## config.mk

```make
export PLATFORM = sky130hd
export DESIGN_NAME = uart_tx_fifo_flat
export DESIGN_NICKNAME = d
export VERILOG_FILES = /design/src/rtl/uart_tx_fifo_if.sv /design/src/rtl/uart_tx_fifo.sv /design/src/flat_wrapper.sv
export SDC_FILE = /design/constraint.sdc
export NUM_CORES = 1
export LEC_CHECK = 0
export CAP_MARGIN = 20
export CORE_AREA = 2 2 97 80
export DETAILED_ROUTE_END_ITERATION = 8
export DIE_AREA = 0 0 99 82
export GPL_ROUTABILITY_DRIVEN = 0
export RECOVER_POWER = 50
export SYNTH_ARGS = -nofsm -noshare
export SYNTH_HDL_FRONTEND = slang
export SYNTH_SLANG_ARGS = --single-unit
```

## constraint.sdc

```tcl
create_clock -name clk -period 7.51 [get_ports clk]
set_input_delay 0.751 -clock clk [delete_from_list [all_inputs] [get_ports clk]]
set_output_delay 0.751 -clock clk [all_outputs]
set_load 0.02 [all_outputs]
```

## src/rtl/uart_tx_fifo_if.sv

```systemverilog
// Byte-write and status bundle for the buffered UART transmitter.
// The master drives writes and overrun clears; the slave (transmitter) returns FIFO/line status.
interface uart_tx_fifo_if #(
  parameter int LEVEL_W = 3
) ();
  logic               wr_en;
  logic [7:0]         wr_data;
  logic               clr_overrun;
  logic               full;
  logic               empty;
  logic [LEVEL_W-1:0] level;
  logic               busy;
  logic               overrun;
  logic               uart_tx;

  modport master (
    output wr_en, wr_data, clr_overrun,
    input  full, empty, level, busy, overrun, uart_tx
  );

  modport slave (
    input  wr_en, wr_data, clr_overrun,
    output full, empty, level, busy, overrun, uart_tx
  );
endinterface

```

## src/rtl/uart_tx_fifo.sv

```systemverilog
// Buffered UART transmitter: power-of-two byte FIFO feeding a start/data/parity/stop framer.
// Frames are issued back-to-back whenever the FIFO still holds data at the end of a stop bit.
module uart_tx_fifo #(
  parameter int CLK_DIV    = 16,
  parameter int DATA_BITS  = 8,
  parameter int FIFO_DEPTH = 4,
  parameter int STOP_BITS  = 1,
  parameter int PARITY     = 0
) (
  input  logic         clk,
  input  logic         reset,
  uart_tx_fifo_if.slave bus
);

  localparam int PTR_W   = $clog2(FIFO_DEPTH);
  localparam int LEVEL_W = PTR_W + 1;
  localparam int BAUD_W  = $clog2(CLK_DIV);
  localparam int BIT_W   = $clog2(DATA_BITS);

  localparam logic [BAUD_W-1:0]  BAUD_LAST  = BAUD_W'(CLK_DIV - 1);
  localparam logic [BIT_W-1:0]   DATA_LAST  = BIT_W'(DATA_BITS - 1);
  localparam logic [BIT_W-1:0]   STOP_LAST  = BIT_W'(STOP_BITS - 1);
  localparam logic [LEVEL_W-1:0] LEVEL_FULL = LEVEL_W'(FIFO_DEPTH);
  localparam logic               ODD_PAR    = (PARITY == 2);
  localparam logic               HAS_PAR    = (PARITY != 0);

  typedef enum logic [2:0] {
    S_IDLE,
    S_START,
    S_DATA,
    S_PAR,
    S_STOP
  } state_e;

  // FIFO storage and bookkeeping
  logic [DATA_BITS-1:0] mem_q [FIFO_DEPTH];
  logic [PTR_W-1:0]     wr_ptr_q;
  logic [PTR_W-1:0]     rd_ptr_q;
  logic [LEVEL_W-1:0]   level_q;
  logic [LEVEL_W-1:0]   level_d;
  logic                 full_q;
  logic                 empty_q;
  logic                 overrun_q;
  logic                 overrun_d;
  logic                 wr_accept;
  logic                 wr_drop;
  logic                 pop;

  // Framer state
  state_e               state_q;
  state_e               state_d;
  logic [BAUD_W-1:0]    baud_q;
  logic [BAUD_W-1:0]    baud_d;
  logic [BIT_W-1:0]     bit_q;
  logic [BIT_W-1:0]     bit_d;
  logic [DATA_BITS-1:0] data_q;
  logic [DATA_BITS-1:0] data_d;
  logic                 tx_q;
  logic                 tx_d;
  logic                 baud_last;

  // Acceptance looks only at the registered full flag, so a same-cycle pop never rescues a write.
  assign wr_accept = bus.wr_en && !full_q;
  assign wr_drop   = bus.wr_en &&  full_q;

  always_ff @(posedge clk) begin
    if (wr_accept) begin
      mem_q[wr_ptr_q] <= bus.wr_data[DATA_BITS-1:0];
    end
  end

  always_comb begin
    level_d = level_q;
    case ({wr_accept, pop})
      2'b10:   level_d = level_q + 1'b1;
      2'b01:   level_d = level_q - 1'b1;
      default: level_d = level_q;
    endcase
  end

  always_comb begin
    overrun_d = overrun_q;
    if (wr_drop) begin
      overrun_d = 1'b1;
    end else if (bus.clr_overrun) begin
      overrun_d = 1'b0;
    end
  end

  always_ff @(posedge clk) begin
    if (reset) begin
      wr_ptr_q  <= '0;
      rd_ptr_q  <= '0;
      level_q   <= '0;
      full_q    <= 1'b0;
      empty_q   <= 1'b1;
      overrun_q <= 1'b0;
    end else begin
      if (wr_accept) begin
        wr_ptr_q <= wr_ptr_q + 1'b1;
      end
      if (pop) begin
        rd_ptr_q <= rd_ptr_q + 1'b1;
      end
      level_q   <= level_d;
      full_q    <= (level_d == LEVEL_FULL);
      empty_q   <= (level_d == '0);
      overrun_q <= overrun_d;
    end
  end

  // Framer: state register
  always_ff @(posedge clk) begin
    if (reset) begin
      state_q <= S_IDLE;
      baud_q  <= '0;
      bit_q   <= '0;
      data_q  <= '0;
      tx_q    <= 1'b1;
    end else begin
      state_q <= state_d;
      baud_q  <= baud_d;
      bit_q   <= bit_d;
      data_q  <= data_d;
      tx_q    <= tx_d;
    end
  end

  assign baud_last = (baud_q == BAUD_LAST);

  // Framer: next state; the baud counter restarts on every state or bit change
  always_comb begin
    state_d = state_q;
    baud_d  = baud_q + 1'b1;
    bit_d   = bit_q;
    pop     = 1'b0;
    case (state_q)
      S_IDLE: begin
        baud_d = '0;
        if (!empty_q) begin
          pop     = 1'b1;
          bit_d   = '0;
          state_d = S_START;
        end
      end
      S_START: begin
        if (baud_last) begin
          baud_d  = '0;
          bit_d   = '0;
          state_d = S_DATA;
        end
      end
      S_DATA: begin
        if (baud_last) begin
          baud_d = '0;
          if (bit_q == DATA_LAST) begin
            bit_d   = '0;
            state_d = HAS_PAR ? S_PAR : S_STOP;
          end else begin
            bit_d = bit_q + 1'b1;
          end
        end
      end
      S_PAR: begin
        if (baud_last) begin
          baud_d  = '0;
          bit_d   = '0;
          state_d = S_STOP;
        end
      end
      S_STOP: begin
        if (baud_last) begin
          baud_d = '0;
          if (bit_q == STOP_LAST) begin
            bit_d = '0;
            if (!empty_q) begin
              pop     = 1'b1;
              state_d = S_START;
            end else begin
              state_d = S_IDLE;
            end
          end else begin
            bit_d = bit_q + 1'b1;
          end
        end
      end
      default: begin
        baud_d  = '0;
        bit_d   = '0;
        state_d = S_IDLE;
      end
    endcase
  end

  // Registered read of the FIFO head straight into the frame register
  always_comb begin
    data_d = data_q;
    if (pop) begin
      data_d = mem_q[rd_ptr_q];
    end
  end

  // Framer: outputs, computed from next state so uart_tx leaves a flop
  always_comb begin
    tx_d = 1'b1;
    case (state_d)
      S_START: tx_d = 1'b0;
      S_DATA:  tx_d = data_d[bit_d];
      S_PAR:   tx_d = (^data_d) ^ ODD_PAR;
      default: tx_d = 1'b1;
    endcase
  end

  // Upper wr_data bits are intentionally ignored when DATA_BITS < 8
  logic unused_wr_data;
  assign unused_wr_data = ^bus.wr_data;

  assign bus.full    = full_q;
  assign bus.empty   = empty_q;
  assign bus.level   = level_q;
  assign bus.busy    = (state_q != S_IDLE);
  assign bus.overrun = overrun_q;
  assign bus.uart_tx = tx_q;

endmodule

```

## src/flat_wrapper.sv

```systemverilog
// flat-port wrapper written by rule: the top's interface ports become plain ports
module uart_tx_fifo_flat 
#(
  parameter int CLK_DIV    = 16,
  parameter int DATA_BITS  = 8,
  parameter int FIFO_DEPTH = 4,
  parameter int STOP_BITS  = 1,
  parameter int PARITY     = 0
)
  (clk, reset, bus_wr_en, bus_wr_data, bus_clr_overrun, bus_full, bus_empty, bus_level, bus_busy, bus_overrun, bus_uart_tx);
  uart_tx_fifo_if #(.LEVEL_W(3)) bus_i ();
  input  logic clk;
  input  logic reset;
  input wire logic [$bits(bus_i.wr_en)-1:0] bus_wr_en;
  input wire logic [$bits(bus_i.wr_data)-1:0] bus_wr_data;
  input wire logic [$bits(bus_i.clr_overrun)-1:0] bus_clr_overrun;
  output wire logic [$bits(bus_i.full)-1:0] bus_full;
  output wire logic [$bits(bus_i.empty)-1:0] bus_empty;
  output wire logic [$bits(bus_i.level)-1:0] bus_level;
  output wire logic [$bits(bus_i.busy)-1:0] bus_busy;
  output wire logic [$bits(bus_i.overrun)-1:0] bus_overrun;
  output wire logic [$bits(bus_i.uart_tx)-1:0] bus_uart_tx;
  assign bus_i.wr_en = bus_wr_en;
  assign bus_i.wr_data = bus_wr_data;
  assign bus_i.clr_overrun = bus_clr_overrun;
  assign bus_full = bus_i.full;
  assign bus_empty = bus_i.empty;
  assign bus_level = bus_i.level;
  assign bus_busy = bus_i.busy;
  assign bus_overrun = bus_i.overrun;
  assign bus_uart_tx = bus_i.uart_tx;
  uart_tx_fifo #(.CLK_DIV(CLK_DIV), .DATA_BITS(DATA_BITS), .FIFO_DEPTH(FIFO_DEPTH), .STOP_BITS(STOP_BITS), .PARITY(PARITY)) u_core (.clk(clk), .reset(reset), .bus(bus_i));
endmodule
```

==> out/summary.txt <==
status: complete, no violations
required time worst endpoint: 7.72 ns
clock sink count: 63
Skew-Pair Late Insertion Delay: 0.34 ns
Boundary Pins: 20
Initial Util: 39.15%
Final Max Slew Viols: 0
# setup viols final: 0
root buffer cell: clkbuf_8
critical path class: reg2reg
diode count: 0
fmax: 326.2 MHz
first-pass GRT wire length: 7948 µm
Yosys cell types: 43
Reg2Reg Setup Slack: 4.44 ns
hold path startpoint: u_core.baud_q[0]
worst slew pin tran: 0.8868 ns
Worst Hold End: u_core.baud_q[0]
Reg-to-Reg Start: u_core.bit_q[0]
post-placement cell area: 3040 µm²
total grt overflow: 0
post-synthesis sequential area ratio: 56.25%
Design Area, Final: 3231 µm²
Post-Layout Cell Count: 333
largest net degree at the start of global routing: 23
core area: 7182 µm²
Reg2Reg Depth: 10
GRT Total Usage: 13.03%
ANT nets after route: 0
DP HPWL: 3154 µm
H-tree Lvls: 3
Syn-to-layout area delta: 14.91%
initial antenna violation count: 0
I/O Buffers: 19
post-synthesis cell count: 219
CTS tree: yes
Die H: 82 µm
number of global-route vias before repair: 1,638
syn nets: 241
Final Skew: 0.01085 ns
fin crit share: 40.83%
Post-Syn Area per Cell: 12.84 µm²
Worst Hold Depth: 1
peak fanout along the critical path: 13
WL per Instance: 14.18 µm
slowest CP cell: a31o_1
DRC violation count after routing: 0
Cell Chain, Critical Path: inv_1 -> ha_1 -> nor2b_1 -> a31o_1 -> mux2i_1 -> xor2_1 -> xnor2_1 -> xnor2_1 -> and3_1 -> a2111o_1
Num CTS Buffers: 9
total power: 1.163 mW
maximum buffer depth of the clock tree: 2
DR iter-0 viols: 65
CP arrival: 3.28 ns
setup TNS: 0 ns
post-CTS sizing: 0
Setup crit end kind: flop
# hold bufs at CTS: 0
Leakage: 1.166 nW
HP Class: reg2reg
worst vdd ir: 142.9 µV
Worst path most repeated cell: xnor2_1
Seq cells post-synth: 63
Cell Area, Synth: 2811 µm²
Total Wirelength: 4721 µm
number of synthesis warnings: 0
RSZ-0062 raised after global routing: no
Reg-to-Reg End: u_core.bus.uart_tx
Worst slew margin: 40.69%
clock slew at reported path FFs: 0.07 ns
share of layout cells above drive strength 1: 9.465%
Pwr Density: 360.0 nW/µm²
Site Rows: 28
Worst Setup Start Kind: flop
final net count: 260
drt first pass iters: 4
max incr delay on CP: 0.64 ns
max cap viols: 0
Final Critical Period: 3.066 ns
DIE WIDTH: 99 µm
Post CTS Setup Buffer Count: 0
DP Cell Count: 317
Die Footprint: 8118 µm²
Via density: 4.967
via count: 1,654
endpoints failing hold: 0
## routing by layer
| layer | wire [µm] | global-route usage [%] | share of wire [%] |
|---|---|---|---|
| met3 | 195 | 4.511 | 4.1 |
| met5 | 0 | 0 | 0 |
| met1 | 2309 | 16.18 | 49 |
| met4 | 74 | 5.753 | 1.6 |
| met2 | 2141 | 20.81 | 45 |
## sequential cells by signal, indices dropped and copies added, names as in the netlist, 2 cells and up, named ones only
register	cells
u_core.baud_q	4
u_core.mem_q	32
u_core.state_q	3
u_core.wr_ptr_q	2
u_core.bus.level	3
u_core.data_q	8
u_core.bit_q	3
u_core.rd_ptr_q	2
## cell families after synthesis
group	count (synthesis)	share of synthesized area (%)
AND/OR/NAND/NOR	69	12.33
flip-flops	63	56.25
buffers and inverters	18	3.560
AO/OA/AOI/OAI	21	5.118
multiplexers	23	13.08
XOR/XNOR	15	4.940
adder cells (fa/ha/maj)	10	4.718
## cells in the final DEF, fill, tap and decap left out, types with 8 or more instances in the layout
cell type / n
ha_1: 9
mux2i_1: 14
edfxtp_1: 32
dlygate4sd3_1: 11
clkdlybuf4s50_1: 8
clkbuf_8: 9
xnor2_1: 10
nor2_1: 33
dfxtp_1: 31
## worst max-delay path by stage
stage / from / end / cells past startpoint
after global routing: u_core.bit_q[0] / u_core.bus.uart_tx / 10
final: u_core.bit_q[0] / u_core.bus.uart_tx / 10
after detailed placement: bus_wr_en / u_core.bus.empty / 10
after CTS: flop / u_core.bus.uart_tx / 7
after floorplan: u_core.bit_q[0] / u_core.bus.uart_tx / 11
after global placement: bus_wr_en / u_core.bus.empty / 10
## worst max-delay path, delay by kind of cell (launching register included)
family	cells	cell delay (ns)
compound gates	2	1.02
xor+xnor	3	0.48
simple gates	2	0.45
mux	1	0.41
flops	1	0.35
fa+ha+maj	1	0.13
buf+inv	1	0.09
## layout make-up
cell class	instances	area, µm²
well taps	90	112.6
repair buffers	19	190.2
clock inverters	7	93.84
flip-flops and latches	63	1582
clock buffers	9	123.9
inverters	7	26.28
fillers	643	3951
multi-input cells	138	1102
## where the power goes
| group | leakage, nW | switching [mW] | internal, mW | total, mW |
|---|---|---|---|---|
| Sequential | 0.547 | 0.0470 | 0.420 | 0.467 |
| Clock | 0.108 | 0.136 | 0.187 | 0.323 |
| Combinational | 0.511 | 0.183 | 0.190 | 0.373 |
| Total | 1.17 | 0.366 | 0.797 | 1.16 |
## through the flow
step           hold WS [ns]  utilization [%]  setup WS [ns]
2_1_floorplan        0.4176                -          5.115
3_3_place_gp         0.4309            42.33          4.468
3_5_place_dp         0.4382            42.33          4.394
4_1_cts              0.4539            45.37          4.659
5_1_grt              0.4745            44.98          4.231
6_report             0.4521            44.98          4.444
## synth_stat cells
master	instances	area share [%]
o2bb2ai_1	1	0.31
nand4_1	1	0.22
nor2_1	33	4.4
or2_2	1	0.22
a21oi_1	7	1.2
nor4b_4	1	0.85
xnor2_1	10	3.1
xor2_1	4	1.2
a2111o_1	1	0.40
a31o_4	1	0.62
buf_12	1	0.71
buf_2	1	0.18
buf_6	2	0.80
nor2b_1	3	0.67
or3_1	1	0.22
a32o_1	1	0.36
and3_1	2	0.44
a31oi_1	1	0.22
nor3_1	1	0.18
inv_1	7	0.93
nand2b_1	4	0.89
xnor2_2	1	0.58
mux2i_2	6	2.9
mux4_1	4	3.7
nand3b_1	1	0.27
a211oi_1	1	0.27
ha_1	9	4.0
a311oi_1	1	0.31
and2_1	5	1.1
mux4_2	4	3.2
fa_1	1	0.71
buf_1	1	0.13
mux2i_1	9	3.2
nand3_1	5	0.89
nor3b_1	3	0.80
a32oi_1	1	0.31
o21ai_0	5	0.89
clkbuf_1	6	0.80
edfxtp_1	32	34
o21ai_1	1	0.18
nand2_1	7	0.93
nor4_1	1	0.22
dfxtp_1	31	22
No activity file was read; power rests on OpenSTA's default activity.
